### src/rtl/pacman_pkg.sv
`default_nettype none
// ============================================================================
// Module   : pacman_pkg
// Purpose  : Shared direction type, keycodes, LFSR taps and helper functions
//            for the ghost direction generator.
// Revision : 1.0 - initial release
// ============================================================================
package pacman_pkg;

  typedef enum logic [1:0] {
    LEFT  = 2'd0,
    RIGHT = 2'd1,
    DOWN  = 2'd2,
    UP    = 2'd3
  } dir_t;

  localparam logic [7:0]  KEY_LEFT  = 8'h1A;
  localparam logic [7:0]  KEY_RIGHT = 8'h04;
  localparam logic [7:0]  KEY_DOWN  = 8'h07;
  localparam logic [7:0]  KEY_UP    = 8'h16;
  localparam logic [7:0]  KEY_NONE  = 8'h00;

  // Galois mask for x^16 + x^14 + x^13 + x^11 + 1
  localparam logic [15:0] LFSR_TAPS = 16'hB400;

  function automatic logic [7:0] dir_to_key(input dir_t d);
    logic [7:0] k;
    case (d)
      LEFT:    k = KEY_LEFT;
      RIGHT:   k = KEY_RIGHT;
      DOWN:    k = KEY_DOWN;
      UP:      k = KEY_UP;
      default: k = KEY_NONE;
    endcase
    return k;
  endfunction

  // Opposite direction: LEFT<->RIGHT, DOWN<->UP
  function automatic dir_t reverse(input dir_t d);
    return dir_t'(d ^ 2'b01);
  endfunction

endpackage : pacman_pkg
`default_nettype wire

### src/rtl/lfsr16.sv
`default_nettype none
// ============================================================================
// Module   : lfsr16
// Purpose  : 16-bit right-shifting Galois LFSR. Advances once per step
//            strobe unless held; loads the seed on reset.
// Revision : 1.0 - initial release
// ============================================================================
module lfsr16
  import pacman_pkg::*;
(
  input  logic        Clk,
  input  logic        Reset_n,
  input  logic        hold,
  input  logic        step,
  input  logic [15:0] seed,
  output logic [15:0] q
);

  logic [15:0] q_q;
  logic [15:0] q_d;

  // Next value: shift right, fold taps back in when the shifted-out bit is 1
  always_comb begin
    q_d = q_q;
    if (!hold && step) begin
      q_d = {1'b0, q_q[15:1]} ^ (q_q[0] ? LFSR_TAPS : 16'h0000);
    end
  end

  // State register, seeded on reset
  always_ff @(posedge Clk) begin
    if (!Reset_n) begin
      q_q <= seed;
    end else begin
      q_q <= q_d;
    end
  end

  assign q = q_q;

endmodule : lfsr16
`default_nettype wire

### src/rtl/ghost_dir_gen.sv
`default_nettype none
// ============================================================================
// Module   : ghost_dir_gen
// Purpose  : Per-ghost direction generator. On each frame tick, keeps or
//            changes direction based on wall flags, a dwell timer and an
//            LFSR, and emits the corresponding movement keycode.
// Revision : 1.0 - initial release
// ============================================================================
module ghost_dir_gen
  import pacman_pkg::*;
#(
  parameter logic [15:0] SEED      = 16'hACE1,
  parameter int unsigned DWELL_SEC = 3
) (
  input  logic       Clk,
  input  logic       Reset_n,
  input  logic       frame_clk,
  input  logic       pause,
  input  logic       sec,
  input  logic [4:0] mapL,
  input  logic [4:0] mapR,
  input  logic [4:0] mapB,
  input  logic [4:0] mapT,
  output logic [7:0] randomkeycode,
  output logic       dir_change
);

  localparam logic [3:0] DWELL_MAX = 4'(DWELL_SEC);

  logic        f1_q, f2_q, f3_q;
  logic        tick;

  dir_t        dir_q, dir_d;
  logic        first_q, first_d;
  logic [3:0]  dwell_q, dwell_d;
  logic [7:0]  key_q, key_d;
  logic        dir_change_q, dir_change_d;

  logic [15:0] lfsr_q;
  logic [3:0]  open_w;
  logic        expired;
  logic        redirect;
  dir_t        chosen;
  logic        found;
  dir_t        cand;

  // Frame strobe synchronizer and rising-edge detector
  always_ff @(posedge Clk) begin
    if (!Reset_n) begin
      f1_q <= 1'b0;
      f2_q <= 1'b0;
      f3_q <= 1'b0;
    end else begin
      f1_q <= frame_clk;
      f2_q <= f1_q;
      f3_q <= f2_q;
    end
  end

  assign tick = f2_q & ~f3_q;

  // Random source; decisions below use the value before this tick's advance
  lfsr16 u_lfsr (
    .Clk     (Clk),
    .Reset_n (Reset_n),
    .hold    (pause),
    .step    (tick & ~pause),
    .seed    (SEED),
    .q       (lfsr_q)
  );

  // Direction selection: first open non-reverse candidate, then reverse, else keep
  always_comb begin
    open_w[LEFT]  = (mapL == 5'd0);
    open_w[RIGHT] = (mapR == 5'd0);
    open_w[DOWN]  = (mapB == 5'd0);
    open_w[UP]    = (mapT == 5'd0);

    expired  = (dwell_q == DWELL_MAX);
    redirect = first_q | ~open_w[dir_q] | expired;

    chosen = dir_q;
    found  = 1'b0;
    cand   = LEFT;
    for (int i = 0; i < 4; i++) begin
      cand = dir_t'(lfsr_q[1:0] + 2'(i));
      if (!found && open_w[cand] && (first_q || (cand != reverse(dir_q)))) begin
        chosen = cand;
        found  = 1'b1;
      end
    end
    if (!found && open_w[reverse(dir_q)]) begin
      chosen = reverse(dir_q);
    end
  end

  // Next-state: pause forces idle; otherwise dwell counting and tick decisions
  always_comb begin
    dir_d        = dir_q;
    first_d      = first_q;
    dwell_d      = dwell_q;
    key_d        = key_q;
    dir_change_d = 1'b0;

    if (pause) begin
      dir_d   = LEFT;
      first_d = 1'b1;
      dwell_d = 4'd0;
      key_d   = KEY_NONE;
    end else begin
      if (sec && !expired) begin
        dwell_d = dwell_q + 4'd1;
      end
      if (tick) begin
        if (redirect) begin
          dir_d        = chosen;
          key_d        = dir_to_key(chosen);
          first_d      = 1'b0;
          dwell_d      = 4'd0;
          dir_change_d = (dir_to_key(chosen) != key_q);
        end else begin
          key_d = dir_to_key(dir_q);
        end
      end
    end
  end

  // Decision state registers
  always_ff @(posedge Clk) begin
    if (!Reset_n) begin
      dir_q        <= LEFT;
      first_q      <= 1'b1;
      dwell_q      <= 4'd0;
      key_q        <= KEY_NONE;
      dir_change_q <= 1'b0;
    end else begin
      dir_q        <= dir_d;
      first_q      <= first_d;
      dwell_q      <= dwell_d;
      key_q        <= key_d;
      dir_change_q <= dir_change_d;
    end
  end

  assign randomkeycode = key_q;
  assign dir_change    = dir_change_q;

endmodule : ghost_dir_gen
`default_nettype wire

### config.mk
export PLATFORM = sky130hd
export DESIGN_NAME = ghost_dir_gen
export DESIGN_NICKNAME = d
export VERILOG_FILES = /design/src/rtl/pacman_pkg.sv /design/src/rtl/lfsr16.sv /design/src/rtl/ghost_dir_gen.sv
export SDC_FILE = /design/constraint.sdc
export NUM_CORES = 1
export LEC_CHECK = 0
export CORE_MARGIN = 2
export CORE_UTILIZATION = 48
export DETAILED_ROUTE_END_ITERATION = 8
export PLACE_DENSITY = 0.75
export SYNTH_ARGS = -nofsm -noshare
export SYNTH_HDL_FRONTEND = slang
export SYNTH_SLANG_ARGS = --single-unit
export TNS_END_PERCENT = 100
### constraint.sdc
create_clock -name Clk -period 3.1 [get_ports Clk]
set_input_delay 0.465 -clock Clk [delete_from_list [all_inputs] [get_ports Clk]]
set_output_delay 0.465 -clock Clk [all_outputs]
set_load 0.03 [all_outputs]
* Word-level counts from Yosys, hierarchy flattened
Index checks and enable logic that the tools add are counted.
Operators by class: add/subtract/negate cells 4, bitwise gates (word level) 12, eq/ne operators 12, $lt $le $gt $ge 6, reductions and logical operators 29, muxes and demuxes 31
Operators by type and width (number):
- $pmux 8 s4 | 2
- $mux 8 | 4
- $logic_not 5->1 | 4
- $lt 2x3->1 const B | 6
- $mux 16 | 1
- $xor 15x16->16 | 1
- $bmux 1 s2 | 6
- $mux 4 | 3
- $logic_and 1x1->1 | 10
- $mux 1 | 10
- $mux 2 | 5
- $eq 2x2->1 const B | 4
- $ne 2x2->1 | 4
- $ne 8x8->1 | 1
- $not 1->1 | 7
- $logic_not 1->1 | 6
- $add 2x2->2 const B | 2
- $add 4x1->4 const B | 1
- $eq 2x1->1 const B | 2
- $eq 4x2->1 const B | 1
- $logic_not 2->1 | 2
- $logic_or 1x1->1 | 4
- $reduce_or 4->1 | 1
- $add 2x1->2 const B | 1
- other kinds (4) | 6
Storage, ports and cells: word-level logic and storage cells 103, input bits 25, bits in registers 35

* Longest topological paths before layout
depth after elaboration 26, depth in mapped cells 13, gate-level depth less buffers 12

* By module
Synthesis repeated with hierarchy kept, for this count alone.
Second synthesis, totals: cells, all modules 217, area, all modules 2217.1 um2
By module, submodules not included:
- ghost_dir_gen | cells an instance 175, times used 1, area an instance 1457.6 um2
- lfsr16 | cells an instance 42, times used 1, area an instance 759.5 um2

* Worst setup path before layout
Ideal clock, no wire load.
path type in2reg, start input port mapB[0], end register dir_change_q (netlist: dir_change), data required time 2971 ps, library setup time 129 ps, data arrival time 3242 ps, slack -271 ps, cell stages on the path 13, buffers on the path 1, path through or4_1 -> buf_2 -> or2_0 -> mux4_2 -> nor4_2 -> o41ai_1 -> o21ai_1 -> inv_1 -> ha_1 -> xor2_1 -> nor3_1 -> a41o_1 -> a31oi_1
On the way: cells in the longest elaborated chain, start to end 26, elaborated cells on any way between the ends 48
RTL lines:
- start, declared | RTL line ghost_dir_gen.sv:22 | input logic [4:0] mapB,
- $logic_not 5->1 (*) | RTL line ghost_dir_gen.sv:76 | open_w[DOWN] = (mapB == 5'd0);
- $bmux 1 s2 | RTL line ghost_dir_gen.sv:87 | if (!found && open_w[cand] && (first_q || (cand != reverse(dir_q)))) begin
- $mux 1 (not written as such) | RTL line ghost_dir_gen.sv:87
- $logic_and 1x1->1 | RTL line ghost_dir_gen.sv:87
- $mux 1 | RTL line ghost_dir_gen.sv:87
- $logic_not 1->1 | RTL line ghost_dir_gen.sv:87
- $logic_and 1x1->1 (2 in a row) | RTL line ghost_dir_gen.sv:87
- $mux 1 | RTL line ghost_dir_gen.sv:87
- (+9 left out)
- $logic_and 1x1->1 | RTL line ghost_dir_gen.sv:92 | if (!found && open_w[reverse(dir_q)]) begin
- $mux 2 | RTL line ghost_dir_gen.sv:92
- $eq 2x2->1 (tied with other cells) | RTL line pacman_pkg.sv:28 | case (d)
- $pmux 8 s4 | RTL line pacman_pkg.sv:28
- $mux 8 | RTL line ghost_dir_gen.sv:115 | if (redirect) begin
- $mux 8 | RTL line ghost_dir_gen.sv:114 | if (tick) begin
- $mux 8 | RTL line ghost_dir_gen.sv:105 | if (pause) begin
- $ne 8x8->1 | RTL line ghost_dir_gen.sv:120 | dir_change_d = (dir_to_key(chosen) != key_q);
- end signal, assigned | RTL line ghost_dir_gen.sv:141 | dir_change_q <= dir_change_d;
- end, declared | RTL line ghost_dir_gen.sv:37 | logic dir_change_q, dir_change_d;
Every way passes the cells marked *; elsewhere a longest branch is shown, timed or not. The select of a mux whose other input is x is not followed. A chain may end at the register's enable or synchronous reset.

* Worst setup path in the final report
start input port mapR[4], end register dir_change_q (netlist: dir_change)
On the way: cells in the longest elaborated chain, start to end 26, elaborated cells on any way between the ends 48
RTL lines:
- start, declared | RTL line ghost_dir_gen.sv:21 | input logic [4:0] mapR,
- $logic_not 5->1 (*) | RTL line ghost_dir_gen.sv:75 | open_w[RIGHT] = (mapR == 5'd0);
- $bmux 1 s2 | RTL line ghost_dir_gen.sv:87
- $mux 1 (not written as such) | RTL line ghost_dir_gen.sv:87
- $logic_and 1x1->1 | RTL line ghost_dir_gen.sv:87
- $mux 1 | RTL line ghost_dir_gen.sv:87
- $logic_not 1->1 | RTL line ghost_dir_gen.sv:87
- $logic_and 1x1->1 (2 in a row) | RTL line ghost_dir_gen.sv:87
- $mux 1 | RTL line ghost_dir_gen.sv:87
- (+9 left out)
- $logic_and 1x1->1 | RTL line ghost_dir_gen.sv:92
- $mux 2 | RTL line ghost_dir_gen.sv:92
- $eq 2x2->1 (tied with other cells) | RTL line pacman_pkg.sv:28
- $pmux 8 s4 | RTL line pacman_pkg.sv:28
- $mux 8 | RTL line ghost_dir_gen.sv:115
- $mux 8 | RTL line ghost_dir_gen.sv:114
- $mux 8 | RTL line ghost_dir_gen.sv:105
- $ne 8x8->1 | RTL line ghost_dir_gen.sv:120
Marks and branches as above.

==> Implementation_results.wiki <==
{| class="wikitable"
! Metric !! Value
|-
| Number of detailed-route iterations in the first pass || 4
|-
| Share of Yosys cell area claimed by the top area cell type || 0.303
|-
| Die extent in x || 70.4 um
|-
| First-pass GRT wire length || 9130 um
|-
| Share of layout cells above drive strength 1 || 0.349
|-
| Unrepaired setup endpoints after global routing || yes
|-
| Count of port buffers added during placement || 30
|-
| Std-Cell Rows || 24
|-
| Top achievable clock speed || 321 MHz
|-
| Bufs on Longest Clock Path || 2
|-
| Number of cells in the finished layout apart from fillers || 384
|-
| Final setup violation count || 1
|-
| Clock tree from TritonCTS || built
|-
| Number of warning messages in the yosys log || 0
|-
| Final worst clock skew || 0.00588 ns
|-
| Fillers || 306
|-
| Worst path arrival time || 3.34 ns
|-
| Total global-route track usage || 0.232
|-
| Capturing element type of the critical path || flop
|-
| Most frequent standard cell in the layout excluding fill and tap cells || sky130_fd_sc_hd__buf_4
|-
| Sum of negative setup slack || -0.0190 ns
|-
| Cell types occupying the most area after synthesis || sky130_fd_sc_hd__dfxtp_1 (30%), sky130_fd_sc_hd__nand2_1 (6.9%), sky130_fd_sc_hd__ha_1 (3.6%)
|-
| Placeable core region || 4290 sq um
|-
| Startpoint-to-endpoint class of the critical path || in2reg
|-
| Depth of the CTS H-tree || 2
|-
| Commonest cells after routing, fill and taps aside || sky130_fd_sc_hd__buf_4 (50), sky130_fd_sc_hd__nand2_1 (38), sky130_fd_sc_hd__dfxtp_1 (32)
|-
| FF+latch count, synth || 32
|-
| Violated checks || setup timing
|-
| Class of the tightest hold or removal check || reg2reg
|-
| Launch point of the critical path || mapR[4]
|-
| Later-pin clock latency in the skew report || 0.29 ns
|-
| Post-synthesis cell count || 253
|-
| Crit path setup slack, layout || -0.0190 ns
|-
| Post-detailed-route DRC marker count || 0
|-
| Die Area || 4950 sq um
|-
| Per-instance average area after synthesis || 8.35 sq um
|-
| Post-synthesis instance area || 2110 sq um
|-
| Total power divided by cell area || 340 nW/um^2
|-
| Wire length after detailed routing || 6040 um
|-
| Number of CTS-inserted buffers || 5
|-
| Relative slew slack || 0.440
|-
| First-iteration detailed-routing DRC count || 206
|-
| VDD IR-drop max || 0.355 mV
|-
| Maximum number of pins on one net before global-route repair || 22
|-
| Synth async-reset ratio || 0
|-
| Maximum fanout count along the critical path || 3
|-
| Number of endpoints with negative hold slack in the final report || 0
|-
| HPWL reported at the end of detailed placement || 4000 um
|-
| Starting density of the core || 0.492
|-
| Number of distinct library cells after synthesis || 63
|-
| Final design area excluding fillers || 3100 sq um
|-
| Cell total after placement || 364
|-
| Clock period minus worst slack || 3.12 ns
|-
| Overall via count from detail_route || 2134
|-
| Max Slew Vio Count || 0
|-
| Aggregate global routing overflow || 0
|-
| Final ANT Viol Nets || 0
|-
| Sequential cell area fraction in the yosys report || 0.303
|-
| Vias per cell || 5.56
|-
| Area of placed instances || 2700 sq um
|-
| Type of origin of the critical path || primary input
|-
| Top-level port count || 34
|-
| Cell type with the largest total area after synthesis || sky130_fd_sc_hd__dfxtp_1
|-
| Clk Tree Root Cell || sky130_fd_sc_hd__clkbuf_8
|-
| Final net count || 362
|-
| Count of hold-fix buffers inserted at cts || 0
|-
| Via count of the first global-routing pass || 1951
|-
| Sink count of the clock tree || 32
|-
| Result of the run || finished with violations
|-
| Primary flip-flop cell chosen by synthesis mapping || sky130_fd_sc_hd__dfxtp_1
|-
| Worst Min Path Start || f1_q
|-
| Worst path required time || 3.32 ns
|-
| Number of antenna violations at the first check in global routing || 0
|-
| GPL Wtd Cong || 0.929
|-
| Die Y || 70.4 um
|-
| EDFF count, synth || 0
|-
| Lkg Pwr || 1.27 nW
|-
| Post-detailed-route wirelength per cell || 15.7 um
|-
| Clock transition time at the flip-flop clock pins of the worst setup and hold paths || 0.07 ns
|-
| Final worst-path cycle share || 1.01
|-
| Startpoint of the most critical register-to-register path || u_lfsr.q[0]
|-
| Slew of the pin with the lowest slew margin || 0.836 ns
|-
| Overall power of the completed layout || 0.00105 W
|-
| Max-capacitance violation count || 0
|-
| Area Growth Syn to Fin || 46.8%
|-
| Ant diodes || 0
|}
## power by group
group / internal [W] / leakage, nW / switching, W / total [W]
logic: 0.0000992 / 0.950 / 0.0000898 / 0.000189
clock network: 0.000283 / 0.0645 / 0.000153 / 0.000437
registers: 0.000421 / 0.260 / 0.00000706 / 0.000428
total: 0.000804 / 1.27 / 0.000250 / 0.00105
## per-layer routing
layer / part of all wire / GRT usage / vias up
li1: - / - / 1067
met1: 0.42 / 0.302 / 1007
met2: 0.51 / 0.386 / 51
met3: 0.051 / 0.0447 / 9
met4: 0.013 / 0.0769 / 0
met5: 0 / 0 / -
## kinds of logic (layout without fill, tap and decap cells)
family / after synthesis / in the layout / synth area share
compound gates: 58 / 58 / 0.201
xor+xnor: 10 / 10 / 0.0414
fa+ha+maj: 6 / 6 / 0.0355
buf+inv: 23 / 100 / 0.0651
flops: 32 / 32 / 0.303
mux: 9 / 9 / 0.0710
other cells: 1 / 3 / 0.00177
simple gates: 114 / 114 / 0.281
## synthesized netlist by cell type, drive strengths merged, types with 4 or more instances
cell,n
a21oi,5
xnor2,5
nand2,39
and2,4
inv,8
o211ai,6
mux2i,5
o21ai,12
nand3,12
buf,6
nor3,11
xor2,5
clkbuf,8
or2,8
ha,6
a31oi,5
nand2b,4
a21boi,9
nor2,14
mux4,4
dfxtp,32
and3,4
## stage by stage
| stage | hold WS, ns | setup WS [ns] | util |
|---|---|---|---|
| global route | 0.472 | -0.0960 | 0.722 |
| CTS | 0.438 | -0.0688 | 0.670 |
| global placement | 0.416 | -0.659 | 0.628 |
| detailed placement | 0.422 | -0.718 | 0.628 |
| finish | 0.435 | -0.0190 | 0.722 |
| floorplan | 0.412 | -0.220 | - |
## final cells by class
type	instances	area [sq um]	area share
multi-input combinational	200	1540	0.496
timing repair buffer	84	697	0.225
sequential	32	641	0.207
clock buffer	7	96.3	0.0311
tap	52	65.1	0.0210
inverter	8	35.0	0.0113
clock inverter	1	30.0	0.00968
## worst paths after layout
kind | endpoint | slack, ns | depth (start not counted)
setup / recovery | dir_change | -0.02 | 13
hold / removal | f2_q | 0.44 | 1
setup reg to reg | dir_change | 0.07 | 13
hold reg to reg | f2_q | 0.44 | 1
## registers in the layout (all words and copies together) (netlist names)
name and cells:
dir_q 2, u_lfsr.q 16, dwell_q 4, dir_change 1
first_q 1, f3_q 1, randomkeycode 5, f1_q 1
f2_q 1
## critical path, stage by stage
cell and delay, ns:
sky130_fd_sc_hd__dlygate4sd2_1 0.24, sky130_fd_sc_hd__or3_4 0.38, sky130_fd_sc_hd__or2_4 0.26, sky130_fd_sc_hd__mux4_2 0.50
sky130_fd_sc_hd__buf_4 0.17, sky130_fd_sc_hd__nor2_1 0.18, sky130_fd_sc_hd__o311a_4 0.21, sky130_fd_sc_hd__o21ai_4 0.09
sky130_fd_sc_hd__ha_4 0.30, sky130_fd_sc_hd__xor2_2 0.14, sky130_fd_sc_hd__nor3_2 0.06, sky130_fd_sc_hd__a41o_1 0.23
sky130_fd_sc_hd__a31oi_1 0.12
## what timing repair did
item	CTS	global route
gates resized for setup	53	39
setup buffers	4	8
endpoints found under the setup margin	4	2
cloned	0	0
pin swaps	15	17
endpoints found under the hold margin	0	0
(Power assumes the default switching activity.)
